===== src/rtl/lut6_2_init_reader_pkg.sv =====
// Shared types and constants for the LUT6_2 INIT readback engine.
package lut_reader_pkg;

  typedef enum logic [1:0] {
    IDLE = 2'd0,
    HOLD = 2'd1,
    FIN  = 2'd2
  } state_t;

  localparam int LUT_ADDR_W = 6;
  localparam int LUT_DEPTH  = 64;
  localparam int O5_HALF    = 32;
  localparam int SETTLE_W   = 4;

  // O5 is the low-half table: below O5_HALF it equals O6, above it repeats the bit captured 32 addresses earlier.
  function automatic logic o5_expected(input logic [LUT_ADDR_W-1:0] addr,
                                       input logic                  o6,
                                       input logic [LUT_DEPTH-1:0]  table_bits);
    if (int'(addr) < O5_HALF) return o6;
    return table_bits[{1'b0, addr[LUT_ADDR_W-2:0]}];
  endfunction

endpackage


===== src/rtl/lut6_2_init_reader_if.sv =====
// Probe bus between the readback engine (master) and the LUT under test (slave).
interface lut6_2_init_reader_if;
  import lut_reader_pkg::*;

  logic [LUT_ADDR_W-1:0] I;
  logic                  O5;
  logic                  O6;

  modport master (output I, input O5, input O6);
  modport slave  (input I, output O5, output O6);

endinterface


===== src/rtl/lut6_2_init_reader_sweeper.sv =====
// Address register and settle counter; flags the sampling cycle and the final address.
module lut_addr_sweeper
  import lut_reader_pkg::*;
#(
  parameter int SETTLE = 1
) (
  input  logic                  clk,
  input  logic                  rst,
  input  logic                  clear,
  input  logic                  run,
  output logic [LUT_ADDR_W-1:0] I,
  output logic                  sample_en,
  output logic                  last
);

  localparam logic [SETTLE_W-1:0] SETTLE_LAST = SETTLE_W'(SETTLE - 1);

  logic [SETTLE_W-1:0] cnt;

  assign sample_en = run && (cnt == SETTLE_LAST);
  assign last      = (I == LUT_ADDR_W'(LUT_DEPTH - 1));

  // At the last address I parks on 63; the FSM's clear returns it to 0 only when FIN is left.
  always_ff @(posedge clk) begin
    if (rst || clear) begin
      I   <= '0;
      cnt <= '0;
    end else if (sample_en) begin
      if (!last) begin
        I   <= I + 1'b1;
        cnt <= '0;
      end
    end else if (run) begin
      cnt <= cnt + 1'b1;
    end
  end

endmodule


===== src/rtl/lut6_2_init_reader.sv =====
// Sweeps a LUT6_2 through all 64 addresses, rebuilds INIT from O6 and cross-checks O5.
module lut6_2_init_reader
  import lut_reader_pkg::*;
#(
  parameter int SETTLE         = 1,
  parameter int START_ADDR_LOG = 0
) (
  input  logic                     C,
  input  logic                     R,
  input  logic                     start,
  lut6_2_init_reader_if.master     lut,
  output logic                     busy,
  output logic                     done,
  output logic [LUT_DEPTH-1:0]     init_out,
  output logic                     init_valid,
  output logic                     o5_err,
  output logic [LUT_ADDR_W-1:0]    o5_err_idx
);

  if (SETTLE < 1 || SETTLE > 15 || START_ADDR_LOG != 0) begin : g_param_check
    $error("lut6_2_init_reader: SETTLE must be 1..15 and START_ADDR_LOG must be 0");
  end

  state_t                state;
  logic [LUT_ADDR_W-1:0] addr;
  logic                  sample_en;
  logic                  last;

  lut_addr_sweeper #(.SETTLE(SETTLE)) u_sweeper (
    .clk       (C),
    .rst       (R),
    .clear     (state != HOLD),
    .run       (state == HOLD),
    .I         (addr),
    .sample_en (sample_en),
    .last      (last)
  );

  assign lut.I = addr;

  // Only the first O5 mismatch of a sweep is latched; later ones leave the index untouched.
  always_ff @(posedge C) begin
    if (R) begin
      state      <= IDLE;
      busy       <= 1'b0;
      done       <= 1'b0;
      init_out   <= '0;
      init_valid <= 1'b0;
      o5_err     <= 1'b0;
      o5_err_idx <= '0;
    end else begin
      done <= 1'b0;
      case (state)
        IDLE: begin
          if (start) begin
            state      <= HOLD;
            busy       <= 1'b1;
            init_out   <= '0;
            init_valid <= 1'b0;
            o5_err     <= 1'b0;
            o5_err_idx <= '0;
          end
        end
        HOLD: begin
          if (sample_en) begin
            init_out[addr] <= lut.O6;
            if ((lut.O5 != o5_expected(addr, lut.O6, init_out)) && !o5_err) begin
              o5_err     <= 1'b1;
              o5_err_idx <= addr;
            end
            if (last) begin
              state      <= FIN;
              busy       <= 1'b0;
              done       <= 1'b1;
              init_valid <= 1'b1;
            end
          end
        end
        FIN:     state <= IDLE;
        default: state <= IDLE;
      endcase
    end
  end

endmodule


===== src/flat_wrapper.sv =====
// flat-port wrapper written by rule: the top's interface ports become plain ports
module lut6_2_init_reader_flat import lut_reader_pkg::*;
#(
  parameter int SETTLE         = 1,
  parameter int START_ADDR_LOG = 0
)
  (C, R, start, busy, done, init_out, init_valid, o5_err, o5_err_idx, lut_I, lut_O5, lut_O6);
  lut6_2_init_reader_if lut_i ();
  input  logic C;
  input  logic R;
  input  logic start;
  output logic busy;
  output logic done;
  output logic [LUT_DEPTH-1:0] init_out;
  output logic init_valid;
  output logic o5_err;
  output logic [LUT_ADDR_W-1:0] o5_err_idx;
  output wire logic [$bits(lut_i.I)-1:0] lut_I;
  input wire logic [$bits(lut_i.O5)-1:0] lut_O5;
  input wire logic [$bits(lut_i.O6)-1:0] lut_O6;
  assign lut_I = lut_i.I;
  assign lut_i.O5 = lut_O5;
  assign lut_i.O6 = lut_O6;
  lut6_2_init_reader #(.SETTLE(SETTLE), .START_ADDR_LOG(START_ADDR_LOG)) u_core (.C(C), .R(R), .start(start), .lut(lut_i), .busy(busy), .done(done), .init_out(init_out), .init_valid(init_valid), .o5_err(o5_err), .o5_err_idx(o5_err_idx));
endmodule

===== config.mk =====
export PLATFORM = sky130hd
export DESIGN_NAME = lut6_2_init_reader_flat
export DESIGN_NICKNAME = d
export VERILOG_FILES = /design/src/rtl/lut6_2_init_reader_pkg.sv /design/src/rtl/lut6_2_init_reader_if.sv /design/src/rtl/lut6_2_init_reader_sweeper.sv /design/src/rtl/lut6_2_init_reader.sv /design/src/flat_wrapper.sv
export SDC_FILE = /design/constraint.sdc
export NUM_CORES = 1
export LEC_CHECK = 0
export CELL_PAD_IN_SITES_DETAIL_PLACEMENT = 1
export CELL_PAD_IN_SITES_GLOBAL_PLACEMENT = 1
export CORE_ASPECT_RATIO = 0.7
export CORE_MARGIN = 3
export CORE_UTILIZATION = 25
export CTS_CLUSTER_DIAMETER = 120
export DETAILED_ROUTE_END_ITERATION = 8
export PLACE_DENSITY = 0.52
export REMOVE_ABC_BUFFERS = 1
export SLEW_MARGIN = 20
export SYNTH_ARGS = -nofsm -noshare
export SYNTH_HDL_FRONTEND = slang
export SYNTH_HIERARCHICAL = 1
export SYNTH_SLANG_ARGS = --single-unit
export TNS_END_PERCENT = 100

===== constraint.sdc =====
create_clock -name C -period 5.1 [get_ports C]
set_input_delay 1.275 -clock C [delete_from_list [all_inputs] [get_ports C]]
set_output_delay 1.275 -clock C [all_outputs]
set_load 0.02 [all_outputs]

# ---- Yosys cells after proc, flatten, opt, wreduce, memory -nomap -nowiden
# Cells that the tools add are included.
dict set report op_classes {
  add_sub_neg 2
  order_cmp 4
  eq_ne 9
  muxes 40
  bitwise_logic 3
  n_reduce_logical 16
}
# operator n
set op_table {}
lappend op_table {{64-bit 2-to-1 mux} 2}
lappend op_table {{64-bit case mux with 2 select lines} 1}
lappend op_table {{64-bit bitwise mux} 1}
lappend op_table {{1-bit 2-to-1 mux} 20}
lappend op_table {{6-bit 2-to-1 mux} 3}
lappend op_table {{4-bit 2-to-1 mux} 3}
lappend op_table {{6-bit case mux with 2 select lines} 1}
lappend op_table {{2-bit by 1-bit inequality test with 1-bit output (second input constant)} 4}
lappend op_table {{4-bit AND reduction} 2}
lappend op_table {{5-bit by 7-bit less-than comparator with 1-bit output (second input constant)} 1}
lappend op_table {{6-bit by 7-bit less-than comparator with 1-bit output (second input constant)} 1}
lappend op_table {{6-bit by 1-bit adder with 6-bit output (second input constant)} 1}
lappend op_table {{1-bit demux with 6-bit select} 1}
lappend op_table {{6-bit == test (second input constant)} 1}
lappend op_table {{6-bit by 1-bit >= comparator with 1-bit output (second input constant)} 1}
lappend op_table {{6-bit less-than comparator (second input constant)} 1}
lappend op_table {{2-bit 2-to-1 mux} 3}
lappend op_table {{1-bit case mux with 2 select lines} 3}
lappend op_table {{3-bit AND reduction} 2}
lappend op_table {{1-bit binary-select mux with 5-bit select} 1}
lappend op_table {{4-bit by 1-bit adder with 4-bit output (second input constant)} 1}
lappend op_table {{4-bit zero test} 1}
lappend op_table {{2-bit inequality test (second input constant)} 2}
lappend op_table {{2-bit case mux with 2 select lines} 1}
lappend op_table {{other kinds (10)} 16}
dict set report totals {
  regBits 86
  input_bits 5
  output_inout_bits 80
  word_cells 83
}

# ---- Longest topological paths before layout
# Gate-level depths: netlist (run 1).
dict set report logic_depth {
  word_depth 14
  depth_mapped 12
  ltp_nobuf 10
}

# ---- Cells and area by module
# The synthesis (run 1) kept the hierarchy.
# mod instances cells_per_inst area_each_um2 seq_area_each_um2
set by_module_without_submodules {}
lappend by_module_without_submodules {lut6_2_init_reader 1 501 3858.7 1521.5}
lappend by_module_without_submodules {lut_addr_sweeper 1 63 571.8 200.2}

# ---- Least setup slack after synthesis (run 1)
# OpenSTA, ideal clock, no wires.
dict set report synth_timing {
  path_type {input to register}
  startpoint {input R}
  endpoint {register u_core.o5_err_idx[0]}
  setup_ps 117
  arrival_ps 2357
  required_ps 4983
  path_slack_ps 2626
  stages 6
  n_path_buf 1
  cell_sequence {clkbuf_1 -> a21oi_1 -> and2_1 -> a21bo_2 -> o2111ai_1 -> a32o_1}
}
# item line_no
set synth_lines {}
lappend synth_lines {{start, declared} flat_wrapper.sv:10} ;# input logic R;
lappend synth_lines {{end signal, assigned} lut6_2_init_reader.sv:69} ;# o5_err_idx <= addr;
lappend synth_lines {{end, declared} lut6_2_init_reader.sv:17} ;# output logic [LUT_ADDR_W-1:0] o5_err_idx

# ---- Worst setup path after layout (run 1)
dict set report layout_timing {
  startpoint {register u_core.u_sweeper.I[0]}
  endpoint {output lut_I[0]}
}
# item line_no
set layout_lines {}
lappend layout_lines {{start, declared} lut6_2_init_reader_sweeper.sv:11} ;# output logic [LUT_ADDR_W-1:0] I,
lappend layout_lines {{start signal, assigned} lut6_2_init_reader_sweeper.sv:30} ;# I <= I + 1'b1;
lappend layout_lines {{end, declared} flat_wrapper.sv:18} ;# output wire logic [$bits(lut_i.I)-1:0] lut_I;
# No word-level cell between the ends.

==> metrics.txt, run 1 <==
max cap viols=0; nets@finish=~630; WL per Instance=about 21 um; clock slew at reported path FFs=0.07 ns; CTS H-Tree Depth=3; Remaining DRCs=0; Final WS setup=between 1.5 and 2 ns; ANT nets after route=0; Worst Tran Pin Value=about 1.1 ns; Slowest cell on crit path=dfxtp_1; Post-synth EDFFs=0; Chip Height=approximately 120 um; met1 Use GR=between 20% and 30%; post_cts resized=0; Setup CP Type=reg2out; Iter 0 DRT Violations=about 260; Synth Cell Area=0.00443 mm2; switching share of power=between 20 and 30%; Fin. Hold Viols=0; aggregate global routing overflow=0; num ports=between 80 and 90; status=completed; flop and latch count out of synthesis=86; Peak VDD IR=approximately 0.13 mV; Final min period=3.36 ns; power per cell area=approximately 270 mW/mm2; P&R area growth vs syn=30.3%; clk buf depth=2; total power=1.55 mW; vias post-DR=between 4,000 and 5,000; Worst EP arrival=about 2.1 ns; fin. max-slew vios=0; met2 Use GR=between 20% and 30%; Clock Tree Root=clkbuf_16; busiest layer in global routing=met1; diode count=0; WHS=around 0.47 ns; Net Sw Power=0.389 mW; Syn. warnings=6; # rows=40; CTS tree=done; die span in x=about 170 um; CP Buf/Inv Count=1; Static Leak=1.95 nW; Synth cell types=60; Tcrit/Tclk final=roughly 66%; Slew headroom=between 20 and 30%; critical path's largest stage delay=about 0.97 ns; Final setup viols=0; clk_lat worst skew=about 0.35 ns; GP Congestion=slightly below 0.8; layout cells sized above 1=6.50%; HP Class=reg2reg; vias in the first global route=between 4,000 and 5,000; async set or reset register ratio after synthesis=0%; setup tns final=0 ns; port buffer count=84; DP Wirelength=approximately 12,000 um; Clk pwr share=approximately 47%; Max Fclk=298 MHz; DR vias/cell=5.29; Initial Utilization=~26%; initial antenna violation count=0; sequential area share after synthesis=38.9%; Routed WL=~18,000 um; met3 Resource Use GR=roughly 4%; # Post-CTS Setup Buffers=0; P_int=~1.2 mW; dpl ws=between 1.5 and 2 ns; CP endpoint kind=output pin; TritonCTS Sinks=86; RSZ-0062 raised after global routing=no; die footprint=0.0194 mm2; Initial DRT Pass Iterations=4; Critical Path Start Type=flip-flop; largest net degree at the start of global routing=70; Sequential Power Share=a little over two fifths; CP cell instances=clkdlybuf4s50_1; total CTS buffers=9; Mapped Avg Cell Area=between 7 and 8 um2; Gate Count Post-Synth=between 500 and 600; total track usage=around a fifth; core area=0.0173 mm2; worst clock skew=0.00984 ns; Hold Buf Count CTS=0; delay-heaviest family, CP=flip-flops; WP data required=about 3.8 ns; first-pass GRT wire length=roughly 28,000 um; CP Max Fanout=21; power share of the combinational group=approximately 9%; Primary FF master, synth=dfxtp_1
-- path summary, 6_finish.rpt --
| path | startpoint | endpoint | slack, ns | cells after the start |
|---|---|---|---|---|
| setup reg to reg | u_core/state[1] | u_core/init_out[20] | 1.82 | 8 |
| hold / removal | u_core/o5_err_idx[0] | u_core/o5_err_idx[0] | 0.47 | 1 |
| hold reg to reg | u_core/o5_err_idx[0] | u_core/o5_err_idx[0] | 0.47 | 1 |
| setup / recovery | u_core/u_sweeper/I[0] | lut_I[0] | 1.74 | 1 |
-- synth_stat cells (3+ instances only) --
master	number	area, um2
nand2_1	90	338
nor2_1	87	327
dfxtp_1	86	1720
o21ai_0	67	335
a22oi_1	64	480
clkbuf_1	25	93.8
a21oi_1	13	65.1
inv_1	9	33.8
mux2i_1	8	80.1
nand3_1	8	40.0
nand3b_1	8	60.1
buf_2	7	35.0
nor3_1	7	35.0
a211oi_1	5	37.5
and2_1	5	31.3
buf_1	5	18.8
nand2b_1	5	31.3
a32o_1	4	40.0
nor2b_1	4	25.0
or3_1	4	25.0
a311oi_1	3	26.3
and3_1	3	18.8
ha_1	3	37.5
-- registers in the layout, summed over array words and instances, names as in the netlist --
register,cells
u_core/busy,1
u_core/done,1
u_core/init_out,64
u_core/init_valid,1
u_core/o5_err,1
u_core/o5_err_idx,6
u_core/state,2
u_core/u_sweeper/I,6
u_core/u_sweeper/cnt,4
-- final cells by class --
cell class | instances | area (um2)
tap | 231 | 289
timing repair buffer | 91 | 888
fill | 2038 | 11500
clock inverter | 5 | 82.6
clock buffer | 11 | 243
sequential | 86 | 1720
multi-input combinational | 428 | 2500
inverter | 10 | 45.0
-- logic make-up after synthesis --
logic type	after synthesis	share of synthesized area, %
AND/OR/NAND/NOR	236	24.1
AO/OA/AOI/OAI	174	26.6
flip-flops	86	38.9
buffers and inverters	50	5.03
multiplexers	13	4.01
adder cells (fa/ha/maj)	3	0.847
XOR/XNOR	2	0.565
-- placed cells by master, fill, tap and decap left out, types with 3 or more instances in the layout --
cell type,Yosys,routed
nand2_1,90,90
buf_4,1,7
mux2i_1,8,8
nor3_1,7,6
inv_1,9,9
nand3b_1,8,8
clkbuf_16,0,9
nand2b_1,5,5
a21oi_1,13,12
and3_1,3,3
nand3_1,8,8
a32o_1,4,4
a22oi_1,64,64
nor2_1,87,87
a211oi_1,5,5
o21ai_0,67,67
and2_1,5,5
or3_1,4,4
clkdlybuf4s50_1,0,83
a311oi_1,3,3
ha_1,3,3
nor2b_1,4,4
dfxtp_1,86,86
-- stage by stage --
| step | area, um2 | instances | util (%) |
|---|---|---|---|
| 2_1_floorplan | 4250 | 524 | - |
| 3_3_place_gp | 5450 | 846 | 31.5 |
| 3_5_place_dp | 5450 | 846 | 31.5 |
| 4_1_cts | 5770 | 862 | 33.4 |
| 5_1_grt | 5770 | 862 | 33.4 |
| 6_report | 5770 | 862 | 33.4 |
-- metal layers --
| metal | share of wire (%) | up-vias |
|---|---|---|
| li1 | - | 2164 |
| met1 | 52 | 2252 |
| met2 | 42 | 127 |
| met3 | 5.3 | 16 |
| met4 | 1.2 | 0 |
| met5 | 0 | - |
-- power groups by stage --
stage                     sequential [mW]  combinational [mW]  clock [mW]
final                               0.677               0.137       0.731
after global routing                0.677               0.155       0.780
after CTS                           0.677               0.137       0.754
after detailed placement            0.693               0.136           0
after global placement              0.693               0.134           0
after floorplan                     0.700              0.0827           0
(Power assumes the default switching activity.)
==> run 2, diff against run 1 <==
--- a/config.mk
+++ b/config.mk
@@ -12,7 +12,7 @@
 export CORE_UTILIZATION = 25
 export CTS_CLUSTER_DIAMETER = 120
 export DETAILED_ROUTE_END_ITERATION = 8
-export PLACE_DENSITY = 0.52
+export PLACE_DENSITY = 0.55
 export REMOVE_ABC_BUFFERS = 1
 export SLEW_MARGIN = 20
 export SYNTH_ARGS = -nofsm -noshare
==> constraint.sdc (replaced) <==
create_clock -name C -period 2.8 [get_ports C]
set_input_delay 0.7 -clock C [delete_from_list [all_inputs] [get_ports C]]
set_output_delay 0.7 -clock C [all_outputs]
set_load 0.02 [all_outputs]
==> run 2 against run 1 <==
Effect of this change: core utilization rose by 0.91 points; sequential power rose by 82%; via count rose by 0.31%; combinational power rose by 93%; hold slack got worse by 0.00051 ns; clock power rose by 82%; die area did not move; register-to-register slack got worse by 1.6 ns; clock skew fell by 0.0013 ns; critical endpoint unchanged.
==> metrics.txt, run 2 (synthesized netlist as in run 1, its figures left out) <==
Hold Buf Count CTS=0; largest net degree at the start of global routing=70; # Post-CTS Setup Buffers=0; total track usage=~18%; layout cells sized above 1=9.37%; HP Class=reg2reg; dpl ws=about 0.15 ns; Peak VDD IR=roughly 0.23 mV; delay-heaviest family, CP=buffers and inverters; critical path's largest stage delay=0.67 ns; Worst EP arrival=a little under 2 ns; RSZ-0062 raised after global routing=no; Slew headroom=43.1%; fin. max-slew vios=0; Fin. Hold Viols=0; fin area=0.00593 mm2; biggest regs=u_core/init_out x64, u_core/o5_err_idx x6, u_core/u_sweeper/I x6; Max Fclk=between 300 and 400 MHz; Final setup viols=0; initial antenna violation count=0; multi-input combinational cell area=between 0.002 and 0.0025 mm2; GP Congestion=slightly below 0.8; Initial DRT Pass Iterations=5; Chip Height=approximately 120 um; clk_lat worst skew=about 0.35 ns; # rows=40; CP Buf/Inv Count=2; Final WS setup=0.128 ns; Largest Register=u_core/init_out; WL per Instance=19.6 um; nets@finish=roughly 650; Setup CP Type=reg2out; Sequential Power Share=43.6%; vias in the first global route=approximately 4,700; Clock Tree Root=clkbuf_16; first-pass GRT wire length=27,200 um; vias post-DR=4,573; port buffer count=84; Fill cells=between 2,000 and 2,500; aggregate global routing overflow=0; num ports=85; Critical Path Start Type=flip-flop; Iter 0 DRT Violations=334; power per cell area=approximately 480 mW/mm2; Worst Tran Pin Value=~0.85 ns; Routed WL=17,300 um; CTS H-Tree Depth=3; WHS=~0.47 ns; Clk pwr share=a little under half; most common cell after layout, fill and taps aside=nand2_1; max cap viols=0; total power=approximately 2.8 mW; Remaining DRCs=0; register area=between 0.0015 and 0.002 mm2; WP data required=between 2 and 2.5 ns; CP Max Fanout=12; diode count=0; placed inst area=roughly 0.0056 mm2; worst clock skew=0.00850 ns; DR vias/cell=a little over 5; Net Sw Power=between 0.7 and 0.8 mW; die span in x=approximately 170 um; switching share of power=around a quarter; P_int=about 2.1 mW; clk buf depth=2; setup tns final=0 ns; core area=0.0173 mm2; TritonCTS Sinks=86; Initial Utilization=between 20% and 30%; DP Wirelength=12,200 um; post_cts resized=0; CP cell instances=buf_4 -> clkdlybuf4s50_1; Static Leak=just over 2 nW; CTS tree=done; commonest cells after routing, fill and taps aside=nand2_1, nor2_1, dfxtp_1; ANT nets after route=0; power share of the combinational group=a little under a tenth; max reg flops=64; die footprint=a little under 0.02 mm2; CP endpoint kind=output pin; Slowest cell on crit path=dfxtp_1; total CTS buffers=9; P&R area growth vs syn=33.8%; Tcrit/Tclk final=between 90 and 100%; Final min period=between 2 and 3 ns; status=completed; clock slew at reported path FFs=around 0.07 ns
-- run 2: through the flow --
| stage | std cells | utilization, % |
|---|---|---|
| 2_1_floorplan | 524 | - |
| 3_3_place_gp | 866 | 32.5 |
| 3_5_place_dp | 866 | 32.5 |
| 4_1_cts | 882 | 34.3 |
| 5_1_grt | 882 | 34.3 |
| 6_report | 882 | 34.3 |
-- run 2: layout make-up --
| cell class | instances | share of cell area (%) |
|---|---|---|
| Sequential cell | 86 | 29.1 |
| Inverter | 10 | 0.760 |
| Multi-Input combinational cell | 428 | 42.1 |
| Clock buffer | 11 | 4.09 |
| Timing Repair Buffer | 111 | 17.7 |
| Clock inverter | 5 | 1.37 |
| Tap cell | 231 | 4.87 |
-- run 2: final timing paths --
kind                              start                    to  slack (ns)  cells after the start
setup / recovery  u_core/u_sweeper/I[0]              lut_I[0]        0.13                      2
hold / removal     u_core/o5_err_idx[5]  u_core/o5_err_idx[5]        0.47                      1
setup reg to reg  u_core/u_sweeper/I[0]  u_core/o5_err_idx[0]        0.19                      5
hold reg to reg    u_core/o5_err_idx[5]  u_core/o5_err_idx[5]        0.47                      1
-- run 2: power groups by stage --
| stage | clock, mW | sequential [mW] | combinational (mW) |
|---|---|---|---|
| floorplan | 0 | 1.27 | 0.151 |
| global placement | 0 | 1.26 | 0.259 |
| detailed placement | 0 | 1.26 | 0.264 |
| CTS | 1.36 | 1.23 | 0.265 |
| global route | 1.41 | 1.23 | 0.299 |
| finish | 1.33 | 1.23 | 0.264 |
-- run 2: metal layers --
| metal | GRT usage [%] | part of all wire (%) |
|---|---|---|
| met2 | 26.4 | 43 |
| met3 | 3.74 | 5.4 |
| met1 | 26.5 | 50 |
| met4 | 4.77 | 1.6 |
| met5 | 0 | 0 |
==> run 3, diff against run 2 <==
--- a/config.mk
+++ b/config.mk
@@ -5,6 +5,7 @@
 export SDC_FILE = /design/constraint.sdc
 export NUM_CORES = 1
 export LEC_CHECK = 0
+export ABC_CLOCK_PERIOD_IN_PS = 2500
 export CELL_PAD_IN_SITES_DETAIL_PLACEMENT = 1
 export CELL_PAD_IN_SITES_GLOBAL_PLACEMENT = 1
 export CORE_ASPECT_RATIO = 0.7
@@ -12,7 +13,7 @@
 export CORE_UTILIZATION = 25
 export CTS_CLUSTER_DIAMETER = 120
 export DETAILED_ROUTE_END_ITERATION = 8
-export PLACE_DENSITY = 0.55
+export PLACE_DENSITY = 0.52
 export REMOVE_ABC_BUFFERS = 1
 export SLEW_MARGIN = 20
 export SYNTH_ARGS = -nofsm -noshare
==> constraint.sdc (replaced) <==
create_clock -name C -period 2.5 [get_ports C]
set_input_delay 0.625 -clock C [delete_from_list [all_inputs] [get_ports C]]
set_output_delay 0.625 -clock C [all_outputs]
set_load 0.02 [all_outputs]
==> run 3 against run 2 <==
Effect of this change: flip-flop and latch count unchanged; die area unchanged; critical path type unchanged; critical path depth shrank 1; combinational power grew 16%; via count increased by 2.1%; largest power group unchanged; highest routed layer unchanged; first-iteration DRC count is 23% lower; core utilization up 0.53 points.
==> metrics.txt, run 3 (synthesized netlist as in run 1, its figures left out) <==
Initial Utilization=about a quarter; CP Max Fanout=14; Iter 0 DRT Violations=around 260; power per cell area=514 mW/mm2; diode count=0; Static Leak=2.09 nW; biggest regs=u_core/init_out x64, u_core/o5_err_idx x6, u_core/u_sweeper/I x6; Clk pwr share=45.5%; core area=0.0173 mm2; initial antenna violation count=0; Worst EP arrival=around 1.8 ns; DR vias/cell=approximately 5.2; Critical Path Start Type=flip-flop; power share of the combinational group=between 9 and 10%; total power=3.09 mW; Slowest cell on crit path=dfxtp_1; Sequential Power Share=between 40 and 50%; first-pass GRT wire length=around 29,000 um; setup tns final=0 ns; fin. max-slew vios=0; DP Wirelength=13,100 um; Fill cells=2,041; Fin. Hold Viols=0; most common cell after layout, fill and taps aside=nand2_1; CP cell instances=clkdlybuf4s50_1; switching share of power=about a quarter; worst reg2reg path startpoint=u_core/u_sweeper/I[0]; Initial DRT Pass Iterations=5; max reg flops=64; # rows=40; critical path's largest stage delay=about 0.74 ns; fin area=between 0.006 and 0.007 mm2; TritonCTS Sinks=86; fin util=a little over a third; layout cells sized above 1=about 11%; worst clock skew=about 0.0057 ns; met1 Use GR=about 30%; # Post-CTS Setup Buffers=0; Worst Tran Pin Value=around 1.1 ns; nets@finish=665; total CTS buffers=9; Max Fclk=409 MHz; busiest layer in global routing=met1; Chip Height=roughly 120 um; Tcrit/Tclk final=between 90% and 100%; max cap viols=0; die span in x=between 150 and 200 um; placed inst area=~0.0057 mm2; clock slew at reported path FFs=0.06 ns; Hold Path Origin=u_core/o5_err_idx[1]; CP endpoint kind=output pin; aggregate global routing overflow=0; HP Class=reg2reg; vias post-DR=about 4,700; Peak VDD IR=roughly 0.22 mV; num ports=85; Routed WL=about 19,000 um; worst setup path start=u_core/u_sweeper/I[4]; Setup CP Type=reg2out; WL per Instance=20.8 um; CP Buf/Inv Count=1; clk buf depth=2; largest net degree at the start of global routing=70; Largest Register=u_core/init_out; CTS H-Tree Depth=3; Inst Count DP=just under 900; met2 Use GR=a little over a quarter; die footprint=0.0194 mm2; delay-heaviest family, CP=flip-flops; met3 Resource Use GR=4.52%; Slew headroom=24.6%; dpl ws=about 0.14 ns; R2R Setup Slk=around 0.16 ns; WP data required=around 1.9 ns; clk_lat worst skew=~0.35 ns; P&R area growth vs syn=35.9%; Final WS setup=0.0569 ns; Remaining DRCs=0; ANT nets after route=0; GP Congestion=roughly 0.80; Final min period=approximately 2.4 ns; CTS tree=done; port buffer count=84; P_int=2.28 mW; vias in the first global route=between 4,000 and 5,000; commonest cells after routing, fill and taps aside=nand2_1, nor2_1, dfxtp_1; total track usage=19.4%; Post-Layout Cell Count=roughly 890; RSZ-0062 raised after global routing=no; WHS=0.464 ns; Clock Tree Root=clkbuf_16; Net Sw Power=roughly 0.82 mW; Final setup viols=0; status=completed
## run 3: changes by cell type in the layout (fill, tap and decap cells not counted), sizes merged
cell / before / now
clkinvlp: 1 / 4
clkinv: 1 / 0
buf: 28 / 39
bufinv: 2 / 1
clkbuf: 11 / 10
## run 3: path summary, 6_finish.rpt
kind         cells after the start              endpoint
max reg2reg                      7  u_core/o5_err_idx[2]
max                              1              lut_I[4]
min reg2reg                      1  u_core/o5_err_idx[1]
min                              1  u_core/o5_err_idx[1]
## run 3: area by class of cell
type | count | area (um2) | area share (%)
Clock buffer | 10 | 239 | 3.97
Inverter | 10 | 45.0 | 0.748
Timing Repair Buffer | 122 | 1160 | 19.2
Clock inverter | 6 | 68.8 | 1.14
Multi-Input combinational cell | 428 | 2500 | 41.5
Sequential cell | 86 | 1720 | 28.6
Tap cell | 231 | 289 | 4.80
## run 3: metal layers
metal	wire length, um	up-vias
li1	-	2224
met1	9470	2277
met2	7620	139
met3	1190	27
met4	315	0
met5	0	-
## run 3: power by group through the flow
stage               Clock [mW]  Sequential, mW  Combinational, mW
finish                    1.41            1.38              0.306
global route              1.51            1.38              0.343
CTS                       1.46            1.38              0.306
detailed placement           0            1.41              0.305
global placement             0            1.41              0.297
floorplan                    0            1.43              0.169
## run 3: timing repair
item / in CTS / in global routing
gates resized for setup: 1 / 0
setup endpoints to repair: 1 / 0
hold buffers: 0 / 0
